===== src/rtl/ep0_ctrl_handler.sv =====
// Endpoint-0 control-transfer engine: decodes standard SETUP requests, sequences
// data/status stages and feeds descriptor-ROM chunk requests to the packetiser.
module ep0_ctrl_handler #(
   parameter int MAX_PKT       = 8,
   parameter int ROM_AW        = 8,
   parameter int DEV_DESC_ADDR = 0,
   parameter int DEV_DESC_LEN  = 18,
   parameter int CFG_DESC_ADDR = 18,
   parameter int CFG_DESC_LEN  = 32
) (
   input  logic              clk,
   input  logic              reset,
   input  logic              setup_valid,
   input  logic              bmRequestTypeDPTD,
   input  logic [1:0]        bmRequestTypeType,
   input  logic [4:0]        bmRequestTypeRecipient,
   input  logic [7:0]        bRequest,
   input  logic [15:0]       wValue,
   input  logic [15:0]       wIndex,
   input  logic [15:0]       wLength,
   input  logic              in_token,
   input  logic              out_token,
   input  logic              out_zlp,
   input  logic              tx_ack,
   output logic              tx_req,
   output logic [ROM_AW-1:0] tx_addr,
   output logic [6:0]        tx_len,
   output logic              tx_zero,
   output logic              tx_data1,
   output logic              stall,
   output logic [6:0]        dev_addr,
   output logic              configured
);

   typedef enum logic [2:0] {
      IDLE, DECODE, DATA_IN, WAIT_ACK, STATUS_OUT, STATUS_IN, STATUS_WAIT, STALL
   } state_t;

   localparam logic [15:0] PKT16 = 16'(MAX_PKT);

   function automatic logic [15:0] min16(input logic [15:0] a, input logic [15:0] b);
      return (a < b) ? a : b;
   endfunction

   state_t state, nextState;

   logic              reqDir;
   logic [1:0]        reqType;
   logic [7:0]        reqCode;
   logic [15:0]       reqValue;
   logic [15:0]       reqLength;

   logic [ROM_AW-1:0] ptr;
   logic [15:0]       remaining;
   logic              needZlp, toggle, srcZero;
   logic [6:0]        pendAddr;
   logic              pendAddrVld, pendCfg, pendCfgVld;

   logic              isStd, descDev, descCfg, getDescOk, isGetStatus, isSetAddr, isSetCfg;
   logic              decodeOk, hasData;
   logic [15:0]       descLen;
   logic [ROM_AW-1:0] descBase;
   logic [15:0]       remAfterAck;
   logic              moreToSend, moreAfterAck;
   logic [6:0]        chunk;
   logic              loadDecode, issueData, retry, issueZlp, advance, commit;

   logic              unusedInputs;
   assign unusedInputs = ^{wIndex, bmRequestTypeRecipient};

   // SETUP fields are only guaranteed stable on the strobe, so hold them for DECODE
   always_ff @(posedge clk) begin
      if (setup_valid) begin
         reqDir    <= bmRequestTypeDPTD;
         reqType   <= bmRequestTypeType;
         reqCode   <= bRequest;
         reqValue  <= wValue;
         reqLength <= wLength;
      end
   end

   always_comb begin
      isStd       = (reqType == 2'd0);
      descDev     = (reqValue[15:8] == 8'd1);
      descCfg     = (reqValue[15:8] == 8'd2);
      getDescOk   = isStd && reqDir && (reqCode == 8'h06) && (descDev || descCfg);
      isGetStatus = isStd && reqDir && (reqCode == 8'h00);
      isSetAddr   = isStd && !reqDir && (reqCode == 8'h05) && (reqValue <= 16'd127);
      isSetCfg    = isStd && !reqDir && (reqCode == 8'h09) && (reqValue[7:0] <= 8'd1);
      decodeOk    = getDescOk || isGetStatus || isSetAddr || isSetCfg;
      hasData     = (getDescOk || isGetStatus) && (reqLength != 16'd0);
      descLen     = descDev ? 16'(DEV_DESC_LEN) : 16'(CFG_DESC_LEN);
      descBase    = descDev ? ROM_AW'(DEV_DESC_ADDR) : ROM_AW'(CFG_DESC_ADDR);
      moreToSend  = (remaining != 16'd0) || needZlp;
      remAfterAck = remaining - 16'(tx_len);
      moreAfterAck = (remAfterAck != 16'd0) || (needZlp && (tx_len != 7'd0));
      chunk       = (remaining > PKT16) ? 7'(MAX_PKT) : remaining[6:0];
   end

   always_ff @(posedge clk or negedge reset) begin
      if (!reset) state <= IDLE;
      else        state <= nextState;
   end

   always_comb begin
      nextState = state;
      if (setup_valid) nextState = DECODE;
      else begin
         case (state)
            DECODE:      nextState = !decodeOk ? STALL : (hasData ? DATA_IN : STATUS_IN);
            DATA_IN:     if (out_token) nextState = STATUS_OUT;
                         else if (in_token) nextState = moreToSend ? WAIT_ACK : STATUS_OUT;
            WAIT_ACK:    if (out_token) nextState = STATUS_OUT;
                         else if (tx_ack) nextState = moreAfterAck ? DATA_IN : STATUS_OUT;
            STATUS_OUT:  if (out_zlp) nextState = IDLE;
            STATUS_IN:   if (in_token) nextState = STATUS_WAIT;
            STATUS_WAIT: if (tx_ack) nextState = IDLE;
            default:     nextState = state;
         endcase
      end
   end

   always_comb begin
      stall      = (state == STALL);
      loadDecode = !setup_valid && (state == DECODE);
      issueData  = !setup_valid && (state == DATA_IN) && in_token && !out_token && moreToSend;
      retry      = !setup_valid && in_token && !tx_ack &&
                   (((state == WAIT_ACK) && !out_token) || (state == STATUS_WAIT));
      issueZlp   = !setup_valid && (state == STATUS_IN) && in_token;
      advance    = !setup_valid && (state == WAIT_ACK) && tx_ack && !out_token;
      commit     = !setup_valid && (state == STATUS_WAIT) && tx_ack;
   end

   always_ff @(posedge clk or negedge reset) begin
      if (!reset) begin
         tx_req      <= 1'b0;
         tx_addr     <= '0;
         tx_len      <= '0;
         tx_zero     <= 1'b0;
         tx_data1    <= 1'b0;
         dev_addr    <= '0;
         configured  <= 1'b0;
         ptr         <= '0;
         remaining   <= '0;
         needZlp     <= 1'b0;
         toggle      <= 1'b0;
         srcZero     <= 1'b0;
         pendAddr    <= '0;
         pendAddrVld <= 1'b0;
         pendCfg     <= 1'b0;
         pendCfgVld  <= 1'b0;
      end else begin
         tx_req <= 1'b0;
         if (setup_valid) begin
            toggle      <= 1'b1;
            pendAddrVld <= 1'b0;
            pendCfgVld  <= 1'b0;
         end
         if (loadDecode) begin
            needZlp <= 1'b0;
            srcZero <= 1'b0;
            if (getDescOk) begin
               remaining <= min16(reqLength, descLen);
               ptr       <= descBase;
               needZlp   <= (descLen < reqLength) && ((descLen % PKT16) == 16'd0);
            end
            if (isGetStatus) begin
               remaining <= min16(reqLength, 16'd2);
               srcZero   <= 1'b1;
            end
            if (isSetAddr) begin
               pendAddr    <= reqValue[6:0];
               pendAddrVld <= 1'b1;
            end
            if (isSetCfg) begin
               pendCfg    <= reqValue[0];
               pendCfgVld <= 1'b1;
            end
         end
         if (issueData) begin
            tx_req   <= 1'b1;
            tx_addr  <= ptr;
            tx_len   <= chunk;
            tx_data1 <= toggle;
            tx_zero  <= srcZero;
         end
         // Retries re-send the held descriptor untouched, so PID and chunk stay identical
         if (retry) tx_req <= 1'b1;
         if (issueZlp) begin
            tx_req   <= 1'b1;
            tx_addr  <= ptr;
            tx_len   <= 7'd0;
            tx_data1 <= 1'b1;
            tx_zero  <= 1'b0;
         end
         if (advance) begin
            ptr       <= ptr + ROM_AW'(tx_len);
            remaining <= remAfterAck;
            toggle    <= ~toggle;
            if (tx_len == 7'd0) needZlp <= 1'b0;
         end
         // Address and configuration only take effect once the status stage is acked
         if (commit) begin
            if (pendAddrVld) dev_addr <= pendAddr;
            if (pendCfgVld) configured <= pendCfg;
            pendAddrVld <= 1'b0;
            pendCfgVld  <= 1'b0;
         end
      end
   end

endmodule


===== config.mk =====
export PLATFORM = sky130hd
export DESIGN_NAME = ep0_ctrl_handler
export DESIGN_NICKNAME = d
export VERILOG_FILES = /design/src/rtl/ep0_ctrl_handler.sv
export SDC_FILE = /design/constraint.sdc
export NUM_CORES = 1
export LEC_CHECK = 0
export ABC_AREA = 1
export CORE_UTILIZATION = 35
export CTS_BUF_LIST = sky130_fd_sc_hd__clkbuf_16
export CTS_CLUSTER_SIZE = 30
export DETAILED_ROUTE_END_ITERATION = 16
export PLACE_DENSITY = 0.6
export SLEW_MARGIN = 20
export SYNTH_ARGS = -nofsm -noshare
export SYNTH_HDL_FRONTEND = slang
export SYNTH_SLANG_ARGS = --single-unit

===== constraint.sdc =====
create_clock -name clk -period 2.45 [get_ports clk]
set_input_delay 0.3675 -clock clk [delete_from_list [all_inputs] [get_ports clk]]
set_output_delay 0.3675 -clock clk [all_outputs]
set_load 0.01 [all_outputs]

==> results of run 1 <==
-- worst paths after layout --
check	to
min in group clk	tx_req$_DFF_PN0_
worst min register to register	tx_addr[6]$_DFFE_PN0P_
worst max-delay path	remaining[5]$_DFFE_PN0P_
worst max register to register	remaining[5]$_DFFE_PN0P_
worst min-delay path	tx_addr[5]$_DFFE_PN0P_
max in group asynchronous	tx_len[1]$_DFFE_PN0P_
-- power by group --
part / switching [uW] / internal, uW / total (uW) / leakage [uW]
combinational: 1940 / 1260 / 3200 / 0.00175
sequential: 315 / 2290 / 2610 / 0.00128
clock: 677 / 759 / 1440 / 0.000149
-- per-layer routing --
layer	wire length, um	global-route usage	share of wire
met4	119	0.03922	0.0093
met2	6313	0.2838	0.49
met5	0	0	0
met1	5562	0.2056	0.44
met3	760	0.05151	0.060
-- cell usage in the layout, fill, tap and decap left out, types with 3 or more instances in the layout --
cell             netlist  layout
nor3_2                 1       3
o22ai_1               10      10
edfxtp_1              43      43
inv_1                 86      85
nor2_2                 4       8
ha_2                   0       3
nor3_1                 8       6
nand3_1               35      33
inv_2                  8      11
dfrtp_1               66      65
clkbuf_16              0      10
nor4_1                 4       4
nand4_1               13      13
ha_1                  17      13
mux2_2                 8       8
o21ai_0               33      31
o211ai_1               3       3
a21oi_1               12      11
nand2_2                7      13
a31oi_1                3       3
o21ai_1                3       4
o221ai_1               3       3
nor2_1                64      58
buf_4                  1      13
clkdlybuf4s50_1        0      74
nand2_4                3       6
nand2_1              150     141
-- cells in the mapped netlist --
master / count
nand3_1: 35
clkinv_2: 1
nor3_1: 8
nor2_2: 4
a21oi_1: 12
o211ai_1: 3
a32o_1: 1
mux2_2: 8
nand2_4: 3
nand4_2: 1
o21ai_1: 3
o221ai_1: 3
and2_1: 1
nor4b_2: 1
nor3_2: 1
fa_1: 2
nor3_4: 2
xor2_1: 2
a41oi_1: 1
a22o_1: 1
nand2_2: 7
edfxtp_1: 43
a211oi_1: 1
nor4_1: 4
buf_6: 2
a21boi_1: 1
inv_1: 86
o22ai_2: 1
o21ai_0: 33
dfrtp_1: 66
clkbuf_1: 1
nand4_1: 13
a32oi_1: 1
clkinv_1: 1
a31oi_1: 3
buf_4: 1
ha_1: 17
o311ai_0: 1
o31ai_1: 2
inv_2: 8
nor2_1: 64
nand2_1: 150
nand3b_1: 2
buf_2: 3
o22ai_1: 10
-- sequential cells by signal, summed over array words and instances (netlist names), 2 cells and up --
name / flops
reqValue: 16
pendAddr: 7
tx_addr: 8
remaining: 16
ptr: 8
tx_len: 7
state: 3
reqLength: 16
reqCode: 8
dev_addr: 7
reqType: 2
-- area by class of cell --
type	count	area, um2	share of cell area
multi-input combinational	402	2257	0.3219
clock inverter	6	43.79	0.006246
antenna	1	2.502	0.0003569
clock buffer	10	250.2	0.03569
inverter	96	361.6	0.05157
tap	211	264.0	0.03765
timing repair buffer	91	888.4	0.1267
sequential	109	2944	0.4199
-- cells by family after synthesis --
logic type,after synthesis,synth area share
AND/OR/NAND/NOR,296,0.2402
flip-flops,109,0.5360
buffers and inverters,103,0.07475
AO/OA/AOI/OAI,77,0.08341
adder cells (fa/ha/maj),19,0.04603
multiplexers,8,0.01641
XOR/XNOR,2,0.003191
-- metrics by stage --
step / TNS, ps / hold WS (ps) / utilization
after global placement: 0 / 377.7 / 0.4312
after floorplan: 0 / 71.91 / -
after global routing: -90.28 / 20.68 / 0.4594
after detailed placement: -95.36 / 389.6 / 0.4312
after CTS: 0 / 1.640 / 0.4511
final: 0 / -1.322 / 0.4595
-- what timing repair did --
item / in CTS / in global routing
setup buffers: 0 / 2
gates resized for setup: 3 / 35
pin swaps: 0 / 13
endpoints found under the setup margin: 2 / 9
==> out/results.tsv, run 1 <==
stage	metric	value	unit
floorplan	Die Width	127.2	um
placement	GPL Wtd Cong	0.8638	
synthesis	mean post-synth cell area	8.942	um2
placement	placed cells	907	
timing	Worst-Margin Slew	576.3	ps
timing	period utilization	0.9487	
synthesis	syn nets	704	
timing	endpoints failing hold	2	
clock_tree	Longest Clk Path Bufs	2	
run	number of max-cap violations	0	
timing	WHS	-1.322	ps
clock_tree	CTS tree	built	
power_and_ir_drop	total power	7246	uW
timing	Tmin final	2324	ps
global_routing	GRT overflow	0	
critical_path	CP max stage delay	380	ps
timing	Highest Clock Rate	0.4302	GHz
global_routing	pin count of the biggest net entering global routing	47	
critical_path	CP max-delay cell	edfxtp_1	
placement	IO buf count	76	
critical_path	Setup CP Type	reg -> reg	
cells_and_area	Layout Cells excl Fill	926	
cells_and_area	fraction of layout instances using a drive strength above 1	0.1387	
detailed_routing	DRC Markers	0	
critical_path	Crit. path cell count	16	
floorplan	initial core utilization	0.3598	
critical_path	crit path from	reqValue[10]$_DFFE_PP_	
critical_path	Crit. End Element	flip-flop	
status	status	complete, but fails checks	
cells_and_area	area delta synth->final	27.71	%
synthesis	yosys warns	0	
floorplan	FP Rows	45	
floorplan	I/O Pins	98	
timing	unrepaired setup endpoints after global routing	true	
detailed_routing	wirelength, routed	12760	um
floorplan	area of the die	16190	um2
timing	setup violators final	0	
global_routing	gr usage total	0.1663	
detailed_routing	via/cell ratio	4.792	
detailed_routing	Final ANT Viol Nets	0	
clock_tree	Inserted Clock Buffers	9	
detailed_routing	TritonRoute pass-1 iters	4	
clock_tree	Skew-Pair Late Insertion Delay	350	ps
cells_and_area	Fillers	1495	
worst_hold_path	Hold Crit Class	in -> async	
clock_tree	htree depth	3	
clock_tree	Post-CTS Hold Buffers	0	
synthesis	cell count after synthesis	614	
critical_path	r2r worst-path depth	16	
synthesis	Syn Std Cell Area	5490	um2
critical_path	crit path max fanout	4	
global_routing	vias in the first global route	4500	
detailed_routing	WL per Instance	13.78	um
placement	pre-CTS worst setup slack	-70.98	ps
detailed_routing	drt initial violations	271	
power_and_ir_drop	Leak	0.003175	uW
critical_path	Worst EP required	2680	ps
power_and_ir_drop	highest ir drop seen on vdd	535.5	uV
synthesis	ranking of synthesized cells by area	dfrtp_1 30%, edfxtp_1 24%, nand2_1 10%, inv_1 5.9%, nor2_1 4.4%	
clock_tree	CTS root buffer	clkbuf_16	
synthesis	sequential cell area fraction in the yosys report	0.5360	
power_and_ir_drop	Pwr Density	1033	nW/um2
synthesis	top cell type's share of synthesized area	0.3008	
placement	DP Area	6579	um2
timing	max-slew violation count	0	
global_routing	initial antenna violation count	1	
floorplan	Core ar.	15260	um2
cells_and_area	Nets	799	
clock_tree	Clock Sink Count	109	
timing	Worst Slack Setup Final	125.7	ps
synthesis	area leader, netlist	dfrtp_1	
synthesis	number of distinct library cells after synthesis	45	
clock_tree	Reg clk slew, reported paths	70	ps
timing	Clock Skew	8.854	ps
floorplan	Die H	127.2	um
critical_path	Worst setup SP type	flip-flop	
critical_path	FF-to-FF setup slack	130	ps
global_routing	first-pass GRT wire length	21200	um
placement	DP Wirelength	9589	um
critical_path	reg-to-reg startpoint	reqValue[10]$_DFFE_PP_	
critical_path	critical path's top delay family	simple AND/OR/NAND/NOR gates	
cells_and_area	fin area	7012	um2
timing	slew margin rel.	0.6144	
critical_path	crit path cell chain	nor2_2 > inv_1 > nor3_2 > inv_2 > ha_4 > nand2_4 > nor2_4 > nand2_2 > o21ai_1 > nand2_1 > inv_2 > nand2_4 > nand2_4 > inv_2 > o211ai_1 > a21oi_1	
critical_path	worst path bufs/invs	4	
status	failing checks	negative hold slack	
detailed_routing	via count	4437	
synthesis	Seq cells post-synth	109	
critical_path	Worst Path Arrival	2560	ps
No activity file was read; power rests on OpenSTA's default activity.
==> run 2, diff against run 1 <==
--- a/config.mk
+++ b/config.mk
@@ -6,6 +6,7 @@
 export NUM_CORES = 1
 export LEC_CHECK = 0
 export ABC_AREA = 1
+export CORE_MARGIN = 2
 export CORE_UTILIZATION = 35
 export CTS_BUF_LIST = sky130_fd_sc_hd__clkbuf_16
 export CTS_CLUSTER_SIZE = 30
==> out/results.tsv, run 2 (synthesis results as in run 1) <==
stage	metric	value	unit
global_routing	GR Util met2	0.2830	
floorplan	Die Width	129.2	um
critical_path	crit path cell chain	buf_4 > ha_1 > inv_1 > fa_1 > o31ai_1 > and2_1 > nor2_1 > nor2_1 > nor2_1 > o21ai_0 > o21ai_0	
global_routing	met1 usage	0.1914	
timing	endpoints failing hold	0	
power_and_ir_drop	Clk pwr share	0.201	
detailed_routing	via count	4469	
cells_and_area	Nets	805	
status	status	complete, no violations	
clock_tree	CTS tree	built	
detailed_routing	WL per Instance	13.83	um
timing	period utilization	0.9277	
global_routing	first-pass GRT wire length	21460	um
timing	Clock Skew	8.836	ps
clock_tree	Skew-Pair Late Insertion Delay	360	ps
global_routing	vias in the first global route	4708	
global_routing	busiest grt layer	met2	
power_and_ir_drop	Psw	2962	uW
global_routing	gr usage total	0.1620	
cells_and_area	most frequent cells in the layout	141 x nand2_1, 80 x inv_1, 74 x clkdlybuf4s50_1	
detailed_routing	drt initial violations	198	
floorplan	I/O Pins	98	
critical_path	Worst setup SP type	flip-flop	
critical_path	Setup CP Type	reg -> reg	
placement	GPL Wtd Cong	0.8600	
timing	max-slew violation count	0	
critical_path	CP max-delay cell	fa_1	
clock_tree	Longest Clk Path Bufs	2	
detailed_routing	via/cell ratio	4.795	
power_and_ir_drop	Switching Share	0.4021	
placement	DP Wirelength	9654	um
timing	WHS	3.562	ps
critical_path	Worst EP required	2690	ps
clock_tree	htree depth	3	
power_and_ir_drop	P_int	4404	uW
timing	Worst-Margin Slew	566.3	ps
cells_and_area	most common cell after layout, fill and taps aside	nand2_1	
worst_hold_path	Hold Crit Class	in -> async	
floorplan	area of the die	16700	um2
cells_and_area	fraction of layout instances using a drive strength above 1	0.1528	
power_and_ir_drop	Gate power share	0.444	
timing	setup TNS	0	ps
detailed_routing	wirelength, routed	12890	um
timing	Tmin final	2273	ps
timing	Highest Clock Rate	0.4400	GHz
power_and_ir_drop	Pwr Density	1041	nW/um2
critical_path	CP max stage delay	420	ps
clock_tree	Post-CTS Hold Buffers	0	
clock_tree	Inserted Clock Buffers	9	
clock_tree	Clock Sink Count	109	
critical_path	Worst Path Arrival	2510	ps
floorplan	FP Rows	45	
cells_and_area	area delta synth->final	28.83	%
clock_tree	CTS root buffer	clkbuf_16	
floorplan	Core ar.	15260	um2
floorplan	initial core utilization	0.3598	
clock_tree	Reg clk slew, reported paths	70	ps
detailed_routing	TritonRoute pass-1 iters	4	
critical_path	crit path max fanout	3	
cells_and_area	biggest regs	remaining (16), reqLength (16), reqValue (16)	
global_routing	pin count of the biggest net entering global routing	67	
global_routing	GRT overflow	0	
global_routing	initial antenna violation count	1	
timing	setup violators final	0	
power_and_ir_drop	Reg power frac	0.356	
critical_path	Crit. End Element	flip-flop	
power_and_ir_drop	total power	7366	uW
floorplan	Die H	129.2	um
power_and_ir_drop	Leak	0.003205	uW
timing	slew margin rel.	0.6225	
placement	IO buf count	76	
global_routing	met3 GRT Util	0.04542	
run	number of max-cap violations	0	
detailed_routing	Final ANT Viol Nets	0	
power_and_ir_drop	highest ir drop seen on vdd	406.6	uV
detailed_routing	DRC Markers	0	
critical_path	Crit path top cell by count	nor2_1	
[run 2: timing repair]
| item | CTS | global route |
|---|---|---|
| pin swaps | 0 | 19 |
| setup buffers | 0 | 9 |
| gates resized for setup | 1 | 41 |
| setup endpoints to repair | 1 | 9 |
[run 2: worst max-delay path, delay by kind of cell (launching register included)]
| kind | cells | cell delay (ps) |
|---|---|---|
| AND/OR/NAND/NOR | 4 | 420 |
| flip-flops | 1 | 400 |
| adder cells (fa/ha/maj) | 2 | 590 |
| buffers and inverters | 2 | 210 |
| AO/OA/AOI/OAI | 3 | 530 |
[run 2: final timing paths]
check | cells past startpoint | startpoint | endpoint | slack (ps)
worst min-delay path | 2 | reset | tx_addr[4]$_DFFE_PN0P_ | 4
min in group clk | 2 | setup_valid | tx_req$_DFF_PN0_ | 350
worst max-delay path | 11 | tx_len[0]$_DFFE_PN0P_ | ptr[6]$_DFFE_PN0P_ | 180
worst min register to register | 2 | tx_addr[2]$_DFFE_PN0P_ | tx_addr[2]$_DFFE_PN0P_ | 480
max in group asynchronous | 2 | reset | tx_len[1]$_DFFE_PN0P_ | 2130
worst max register to register | 11 | tx_len[0]$_DFFE_PN0P_ | ptr[6]$_DFFE_PN0P_ | 180
[run 2: metrics by stage]
step | instances | area (um2) | util | setup slack [ps]
after floorplan | 614 | 5490 | - | 162.1
after global placement | 906 | 6571 | 0.4307 | 54.18
after detailed placement | 906 | 6571 | 0.4307 | -8.351
after CTS | 922 | 6880 | 0.4509 | 27.08
after global routing | 931 | 7071 | 0.4634 | -17.59
final | 932 | 7073 | 0.4636 | 177.2
[run 2: power by group through the flow]
stage | combinational, uW | sequential (uW) | clock (uW)
detailed placement | 2950 | 2650 | 0
finish | 3270 | 2620 | 1480
global placement | 2890 | 2640 | 0
CTS | 2980 | 2610 | 1520
floorplan | 2010 | 2620 | 0
global route | 3690 | 2670 | 1570
[run 2: area by class of cell]
| type | instances | area (um2) |
|---|---|---|
| diodes | 1 | 2.502 |
| clock inverters | 7 | 78.83 |
| inverters | 96 | 361.6 |
| clock buffers | 9 | 225.2 |
| well taps | 211 | 264.0 |
| multi-input cells | 402 | 2262 |
| fillers | 1458 | 8185 |
| flip-flops and latches | 109 | 2945 |
| repair buffers | 97 | 933.4 |
[run 2: per-layer routing]
metal,wire [um],vias up,part of all wire
met3,789,23,0.061
met1,5411,2082,0.42
met2,6436,130,0.50
li1,-,2234,-
met4,248,0,0.019
met5,0,-,0
==> run 3, diff against run 2 <==
--- a/config.mk
+++ b/config.mk
@@ -11,6 +11,7 @@
 export CTS_BUF_LIST = sky130_fd_sc_hd__clkbuf_16
 export CTS_CLUSTER_SIZE = 30
 export DETAILED_ROUTE_END_ITERATION = 16
+export GPL_TIMING_DRIVEN = 0
 export PLACE_DENSITY = 0.6
 export SLEW_MARGIN = 20
 export SYNTH_ARGS = -nofsm -noshare
==> out/results.tsv, run 3 (synthesis results as in run 1) <==
stage	metric	value	unit
detailed_routing	DRC Markers	0	
cells_and_area	Nets	804	
clock_tree	Clock Sink Count	109	
placement	DP Wirelength	9723	um
detailed_routing	wirelength, routed	12670	um
cells_and_area	most frequent cells in the layout	145 x nand2_1, 84 x inv_1, 74 x clkdlybuf4s50_1	
floorplan	initial core utilization	0.3598	
power_and_ir_drop	Pwr Density	1017	nW/um2
detailed_routing	via count	4460	
clock_tree	Inserted Clock Buffers	9	
timing	endpoints failing hold	0	
floorplan	I/O Pins	98	
floorplan	Die H	129.2	um
detailed_routing	via/cell ratio	4.796	
clock_tree	CTS root buffer	clkbuf_16	
cells_and_area	most common cell after layout, fill and taps aside	nand2_1	
timing	slew margin rel.	0.5711	
global_routing	pin count of the biggest net entering global routing	51	
status	status	complete, no violations	
detailed_routing	WL per Instance	13.62	um
power_and_ir_drop	Leak	0.003186	uW
run	number of max-cap violations	0	
timing	Highest Clock Rate	0.4318	GHz
global_routing	vias in the first global route	4498	
global_routing	GRT overflow	0	
cells_and_area	Final Util	0.4583	
cells_and_area	fraction of layout instances using a drive strength above 1	0.1349	
critical_path	Worst setup SP type	flip-flop	
detailed_routing	drt initial violations	249	
power_and_ir_drop	highest ir drop seen on vdd	467.7	uV
placement	IO buf count	76	
timing	setup violators final	0	
timing	max-slew violation count	0	
critical_path	FF-to-FF setup slack	130	ps
global_routing	initial antenna violation count	0	
global_routing	gr usage total	0.1598	
clock_tree	CTS tree	built	
cells_and_area	biggest regs	remaining (16), reqLength (16), reqValue (16)	
detailed_routing	Final ANT Viol Nets	0	
global_routing	first-pass GRT wire length	21110	um
clock_tree	Longest Clk Path Bufs	2	
power_and_ir_drop	total power	7109	uW
critical_path	Worst EP required	2690	ps
critical_path	crit path max fanout	4	
critical_path	Setup CP Type	reg -> reg	
cells_and_area	area delta synth->final	27.37	%
floorplan	FP Rows	45	
critical_path	Crit. End Element	flip-flop	
clock_tree	Reg clk slew, reported paths	70	ps
clock_tree	Skew-Pair Late Insertion Delay	360	ps
timing	Clock Skew	8.429	ps
timing	period utilization	0.9452	
critical_path	Worst Path Arrival	2560	ps
floorplan	Core ar.	15260	um2
cells_and_area	number of diodes	0	
clock_tree	htree depth	3	
timing	Worst-Margin Slew	637.5	ps
worst_hold_path	Hold Crit Class	in -> reg	
detailed_routing	TritonRoute pass-1 iters	4	
floorplan	area of the die	16700	um2
floorplan	Die Width	129.2	um
placement	GPL Wtd Cong	0.8763	
cells_and_area	Fillers	1483	
timing	Tmin final	2316	ps
-- run 3: power by group --
part	internal, uW	switching (uW)	leakage, uW	total, uW
logic	1230	1860	0.00178	3100
clock network	696	682	0.000137	1380
registers	2300	340	0.00127	2640
total	4220	2890	0.00319	7110
-- run 3: worst paths after layout --
| kind | from | to | depth (start not counted) |
|---|---|---|---|
| setup / recovery | reqValue[8]$_DFFE_PP_ | remaining[5]$_DFFE_PN0P_ | 18 |
| hold / removal | setup_valid | reqValue[5]$_DFFE_PP_ | 1 |
| setup reg to reg | reqValue[8]$_DFFE_PP_ | remaining[5]$_DFFE_PN0P_ | 18 |
| hold reg to reg | tx_addr[3]$_DFFE_PN0P_ | tx_addr[3]$_DFFE_PN0P_ | 2 |
| max in group asynchronous | reset | tx_len[3]$_DFFE_PN0P_ | 3 |
| min in group asynchronous | reset | tx_addr[4]$_DFFE_PN0P_ | 2 |
-- run 3: final cells by class --
| class | instances | area [um2] | area share |
|---|---|---|---|
| plain buffers | 7 | 48.80 | 0.006978 |
| clock buffers | 9 | 225.2 | 0.03221 |
| clock inverters | 7 | 48.80 | 0.006978 |
| inverters | 96 | 361.6 | 0.05171 |
| multi-input cells | 402 | 2211 | 0.3162 |
| flip-flops and latches | 109 | 2948 | 0.4215 |
| well taps | 211 | 264.0 | 0.03775 |
| repair buffers | 89 | 885.9 | 0.1267 |
-- run 3: per-stage QoR --
step / cell area (um2) / hold slack (ps) / setup WS [ps] / TNS, ps / cells
6_report: 6993 / 372.0 / 134.3 / 0 / 930
5_1_grt: 6993 / 360.9 / -6.830 / -6.830 / 930
4_1_cts: 6858 / 362.2 / 3.157 / 0 / 921
3_5_place_dp: 6555 / 257.7 / -251.9 / -822.3 / 903
3_3_place_gp: 6515 / 453.3 / -1297 / -151180 / 901
2_1_floorplan: 5490 / 71.91 / 162.1 / 0 / 614
-- run 3: timing repair --
item	4_1_cts	5_1_grt
gates resized for setup	2	26
endpoints found under the hold margin	16	0
pin swaps	1	7
hold buffers	1	0
setup endpoints to repair	6	8
setup buffers	1	9
-- run 3: per-layer routing --
| layer | track usage | share of wire | vias to the layer above |
|---|---|---|---|
| met2 | 0.2808 | 0.49 | 101 |
| li1 | - | - | 2232 |
| met5 | 0 | 0 | - |
| met4 | 0.03645 | 0.0091 | 0 |
| met3 | 0.04583 | 0.057 | 11 |
| met1 | 0.1950 | 0.44 | 2116 |
-- run 3: critical path, stage by stage, from the launching register on --
cell	delay (ps)
edfxtp_1	410
inv_2	90
nor2_2	50
inv_1	90
nor3_4	50
buf_4	120
buf_4	130
ha_1	270
nand2_1	60
nor2_2	100
nand2_1	60
o21ai_1	110
nand2_1	70
inv_2	60
nand2_2	70
nand2_2	90
inv_1	70
o211ai_1	210
a21oi_1	90
